==> src/rtl/change_dispenser.sv <==
// change_dispenser: pays an exchange amount as 50/10/5/1 coins, greedily,
// from per-denomination inventory over a valid/ack hopper handshake.
module change_dispenser #(
   parameter int WIDTH   = 32,
   parameter int CNT_W   = 8,
   parameter int INIT_50 = 8,
   parameter int INIT_10 = 16,
   parameter int INIT_5  = 16,
   parameter int INIT_1  = 32
) (
   input  logic             CLOCK,
   input  logic             CLEAR,
   input  logic [1:0]       condition,
   input  logic [WIDTH-1:0] exchange_coin,
   input  logic             refill,
   input  logic             coin_ack,
   output logic             coin_valid,
   output logic [WIDTH-1:0] coin_value,
   output logic             busy,
   output logic             done,
   output logic [WIDTH-1:0] shortfall,
   output logic [CNT_W-1:0] cnt_50,
   output logic [CNT_W-1:0] cnt_10,
   output logic [CNT_W-1:0] cnt_5,
   output logic [CNT_W-1:0] cnt_1
);

   typedef enum logic [1:0] {
      S_IDLE,
      S_SELECT,
      S_ISSUE,
      S_DONE
   } state_t;

   localparam logic [WIDTH-1:0] D50 = WIDTH'(50);
   localparam logic [WIDTH-1:0] D10 = WIDTH'(10);
   localparam logic [WIDTH-1:0] D5  = WIDTH'(5);
   localparam logic [WIDTH-1:0] D1  = WIDTH'(1);

   localparam logic [CNT_W-1:0] I50 = CNT_W'(INIT_50);
   localparam logic [CNT_W-1:0] I10 = CNT_W'(INIT_10);
   localparam logic [CNT_W-1:0] I5  = CNT_W'(INIT_5);
   localparam logic [CNT_W-1:0] I1  = CNT_W'(INIT_1);
   localparam logic [CNT_W-1:0] ONE = CNT_W'(1);

   state_t           state, state_nx;
   logic [WIDTH-1:0] remaining, remaining_nx;
   logic [1:0]       prev_cond;
   logic             valid_nx;
   logic [WIDTH-1:0] value_nx;
   logic             done_nx;
   logic [WIDTH-1:0] short_nx;
   logic [CNT_W-1:0] c50_nx, c10_nx, c5_nx, c1_nx;

   logic trigger;
   logic ok50, ok10, ok5, ok1;

   assign trigger = (condition == 2'b10) && (prev_cond != 2'b10);

   // A denomination qualifies only if it fits and is in stock
   assign ok50 = (remaining >= D50) && (cnt_50 != '0);
   assign ok10 = (remaining >= D10) && (cnt_10 != '0);
   assign ok5  = (remaining >= D5)  && (cnt_5  != '0);
   assign ok1  = (remaining >= D1)  && (cnt_1  != '0);

   assign busy = (state != S_IDLE);

   always_comb begin
      state_nx     = state;
      remaining_nx = remaining;
      valid_nx     = coin_valid;
      value_nx     = coin_value;
      done_nx      = 1'b0;
      short_nx     = shortfall;
      c50_nx       = cnt_50;
      c10_nx       = cnt_10;
      c5_nx        = cnt_5;
      c1_nx        = cnt_1;

      unique case (state)
         S_IDLE: begin
            if (refill) begin
               c50_nx = I50;
               c10_nx = I10;
               c5_nx  = I5;
               c1_nx  = I1;
            end
            if (trigger) begin
               remaining_nx = exchange_coin;
               short_nx     = '0;
               state_nx     = S_SELECT;
            end
         end

         S_SELECT: begin
            valid_nx = 1'b1;
            state_nx = S_ISSUE;
            if (ok50) begin
               value_nx = D50;
            end else if (ok10) begin
               value_nx = D10;
            end else if (ok5) begin
               value_nx = D5;
            end else if (ok1) begin
               value_nx = D1;
            end else begin
               valid_nx = 1'b0;
               value_nx = '0;
               done_nx  = 1'b1;
               short_nx = remaining;
               state_nx = S_DONE;
            end
         end

         S_ISSUE: begin
            if (coin_ack) begin
               remaining_nx = remaining - coin_value;
               valid_nx     = 1'b0;
               value_nx     = '0;
               state_nx     = S_SELECT;
               unique case (1'b1)
                  (coin_value == D50): c50_nx = cnt_50 - ONE;
                  (coin_value == D10): c10_nx = cnt_10 - ONE;
                  (coin_value == D5):  c5_nx  = cnt_5  - ONE;
                  (coin_value == D1):  c1_nx  = cnt_1  - ONE;
                  default: ;
               endcase
            end
         end

         S_DONE: begin
            state_nx = S_IDLE;
         end

         default: begin
            state_nx = S_IDLE;
         end
      endcase
   end

   always_ff @(posedge CLOCK) begin
      if (CLEAR) begin
         state      <= S_IDLE;
         remaining  <= '0;
         prev_cond  <= 2'b00;
         coin_valid <= 1'b0;
         coin_value <= '0;
         done       <= 1'b0;
         shortfall  <= '0;
         cnt_50     <= I50;
         cnt_10     <= I10;
         cnt_5      <= I5;
         cnt_1      <= I1;
      end else begin
         state      <= state_nx;
         remaining  <= remaining_nx;
         prev_cond  <= condition;
         coin_valid <= valid_nx;
         coin_value <= value_nx;
         done       <= done_nx;
         shortfall  <= short_nx;
         cnt_50     <= c50_nx;
         cnt_10     <= c10_nx;
         cnt_5      <= c5_nx;
         cnt_1      <= c1_nx;
      end
   end

endmodule

==> config.mk <==
export PLATFORM = sky130hd
export DESIGN_NAME = change_dispenser
export DESIGN_NICKNAME = d
export VERILOG_FILES = /design/src/rtl/change_dispenser.sv
export SDC_FILE = /design/constraint.sdc
export NUM_CORES = 1
export LEC_CHECK = 0
export BUFFER_PORTS_ARGS = -buffer_cell sky130_fd_sc_hd__buf_2
export CORE_MARGIN = 10
export CORE_UTILIZATION = 58
export CTS_CLUSTER_DIAMETER = 50
export CTS_CLUSTER_SIZE = 25
export DETAILED_ROUTE_END_ITERATION = 7
export PLACE_DENSITY = 0.86
export REMOVE_ABC_BUFFERS = 1
export SLEW_MARGIN = 15
export SYNTH_ARGS = -nofsm -noshare
export SYNTH_HDL_FRONTEND = slang
export SYNTH_SLANG_ARGS = --single-unit
==> constraint.sdc <==
create_clock -name CLOCK -period 8.3 [get_ports CLOCK]
set_clock_uncertainty 0.2 [all_clocks]
set_input_delay 0.83 -clock CLOCK [delete_from_list [all_inputs] [get_ports CLOCK]]
set_output_delay 0.83 -clock CLOCK [all_outputs]
set_load 0.005 [all_outputs]
==> summary.txt <==
ys flop type: dfxtp_1
Vias per Instance: 5.93
Die ar.: 0.0144 mm2
via count: 5521
Place WS: 4.72 ns
outcome: completed
n_diodes: 0
Total GRT Usage: 22.3%
Ports: 137
fin crit share: 43.8%
leakage: 2.60 nW
Pwr Density: 187 mW/mm2
Max-slew headroom: 28.5%
Final Hold Fails: 0
f_max: 275 MHz
largest net degree at the start of global routing: 43
switch share: 31.5%
gr ovfl total: 0
clock buffer depth: 2
commonest cells after routing, fill and taps aside: 110 x buf_2, 107 x nand2_1, 107 x dfxtp_1
worst setup margin: 4.67 ns
first-pass detailed-route iteration total: 6
hold crit path type: flip-flop to flip-flop
# DRC: 0
unique cell type count in the Yosys netlist: 68
Setup Buffers After CTS: 0
Int Pwr: 0.000825 W
Starting Density: 59.4%
Period minus WS final: 3.63 ns
synthesized area: 0.00578 mm2
clock sinks: 107
Worst EP required: 8.40 ns
CTS Hold Bufs: 0
CP endpoint kind: flip-flop
initial antenna violation count: 0
post-detail-place hpwl: 11900 um
final setup fails: 0
share of flip-flops with an asynchronous set or reset: 0%
Setup Crit Path Kind: flip-flop to flip-flop
EDFF count, synth: 0
Worst-path clk slew: 0.11 ns
NumNets Final: 846
setup TNS: 0 ns
htree depth: 3
fin util: 66.3%
max cap viols: 0
Die Wd: 120 um
Gate power share: 22.0%
Fill cells: 843
Seq/Total Area, Yosys: 37.1%
Synth-to-Final Area Change: 11.7%
1st-iter DRT viols: 571
Die H: 120 um
Core ar.: 0.00973 mm2
vias in the first global route: 5605
worst slew pin tran: 1.07 ns
Post-Synthesis Cells: 707
share of cells above drive strength 1: 19.2%
critical-path maximum fanout: 20
first-pass GRT wire length: 27100 um
Reg power frac: 47.9%
CP arrival: 3.74 ns
RePlAce Congestion: 0.962
WL final: 16300 um
post-CTS sizing: 0
RSZ-0062 raised after global routing: no
Worst Setup Start Kind: flip-flop
Ys Warns: 0
Clock power frac: 30.1%
Max Slew Vio Count: 0
row count: 36
WL/cell: 17.5 um
Syn Area/Cell: 8.17 um2
P_sw: 0.000380 W
commonest non-fill, non-tap cell in the layout: buf_2
Num CTS Buffers: 9
Max VDD drop: 0.0000968 V
synthesized flop and latch total: 107
clock tree from TritonCTS: yes
root buffer cell: clkbuf_8
latest clock arrival within the worst-skew pair: 0.38 ns
Final ANT Viol Nets: 0
port bufs: 110
-- logic make-up after synthesis --
| kind of cell | after synthesis | synth area share, % |
|---|---|---|
| xor gates and xnor gates | 23 | 3.49 |
| DFF | 107 | 37.1 |
| AOI/OAI and AO/OA | 121 | 14.2 |
| other | 1 | 0.0649 |
| adders and majority gates | 15 | 3.38 |
| muxes | 39 | 6.78 |
| buffers and inverters | 87 | 8.57 |
| and+or+nand+nor | 314 | 26.5 |
-- worst max-delay path: stages (launching register included) --
cell,delay (ns)
dfxtp_1,0.40
nor4_1,0.56
nand4b_1,0.39
nor4_4,0.54
o31ai_2,0.14
or3_4,0.36
o211ai_4,0.26
buf_4,0.45
mux2i_1,0.25
-- path summary, 6_finish.rpt --
kind / start / end / slack, ns / cells after the start
hold reg to reg: shortfall[21] / shortfall[21] / 0.26 / 2
setup / recovery: remaining[15] / shortfall[4] / 4.67 / 8
setup reg to reg: remaining[15] / shortfall[4] / 4.67 / 8
hold / removal: shortfall[21] / shortfall[21] / 0.26 / 2
-- registers in the layout (all words and copies together) (netlist names) --
name	count
shortfall	32
cnt_1	8
prev_cond	2
coin_valid	1
cnt_50	8
cnt_10	8
state	2
cnt_5	8
coin_value	5
done	1
remaining	32
-- power by group through the flow --
stage	clock, W	combinational, W	sequential (W)
floorplan	0	0.000181	0.000581
global placement	0	0.000247	0.000584
detailed placement	0	0.000260	0.000588
CTS	0.000368	0.000261	0.000576
global route	0.000388	0.000294	0.000582
finish	0.000363	0.000265	0.000577
-- per-layer routing --
| metal | vias up | share of wire, % | track usage, % |
|---|---|---|---|
| met5 | - | 0 | 0 |
| met4 | 0 | 2.6 | 9.43 |
| met3 | 40 | 10 | 5.67 |
| met2 | 278 | 49 | 37.5 |
| met1 | 2596 | 38 | 26.4 |
| li1 | 2607 | - | - |
-- through the flow --
step | area [um2] | cells | hold WS [ns] | total power [W]
5_1_grt | 6450 | 931 | 0.283 | 0.00126
6_report | 6450 | 931 | 0.261 | 0.00121
3_5_place_dp | 6230 | 915 | 0.246 | 0.000847
3_3_place_gp | 6230 | 915 | 0.239 | 0.000831
2_1_floorplan | 5450 | 665 | 0.251 | 0.000762
4_1_cts | 6450 | 931 | 0.262 | 0.00120
-- synthesized netlist by cell type, types with 3 or more instances --
master    instances  share of area [%]
a211oi_1          9                1.2
a21o_1            4               0.52
a21oi_1          34                2.9
a22oi_1           3               0.39
a311oi_1          4               0.61
and3_1            3               0.32
buf_12            3                1.0
buf_2             9               0.78
buf_4            27                3.5
clkbuf_1         27                1.8
dfxtp_1         107                 37
ha_1             14                3.0
inv_1            19                1.2
mux2i_1          38                6.6
nand2_1         107                6.9
nand2b_1          4               0.43
nand3_1           8               0.69
nand4_1           8               0.87
nor2_1           79                5.1
nor2b_1           9               0.97
nor3_1           34                2.9
nor3b_1           3               0.39
nor4_1           18                1.9
o21a_1            3               0.39
o21ai_0          26                2.3
o221ai_1          6               0.91
o22ai_1           3               0.32
o311a_1           7                1.2
or2_2             4               0.43
or3_1            13                1.4
or3_4             3               0.58
or4_1             6               0.78
xnor2_1          16                2.4
xor2_1            7                1.1
-- cell type report --
| cell class | count | area [um2] | area share [%] |
|---|---|---|---|
| multi-input cells | 538 | 3240 | 50.2 |
| flip-flops and latches | 107 | 2140 | 33.2 |
| repair buffers | 117 | 603 | 9.34 |
| well taps | 133 | 166 | 2.58 |
| clock buffers | 11 | 141 | 2.19 |
| clock inverters | 5 | 85.1 | 1.32 |
| inverters | 20 | 75.1 | 1.16 |
Power figures use the tool's default switching activity.
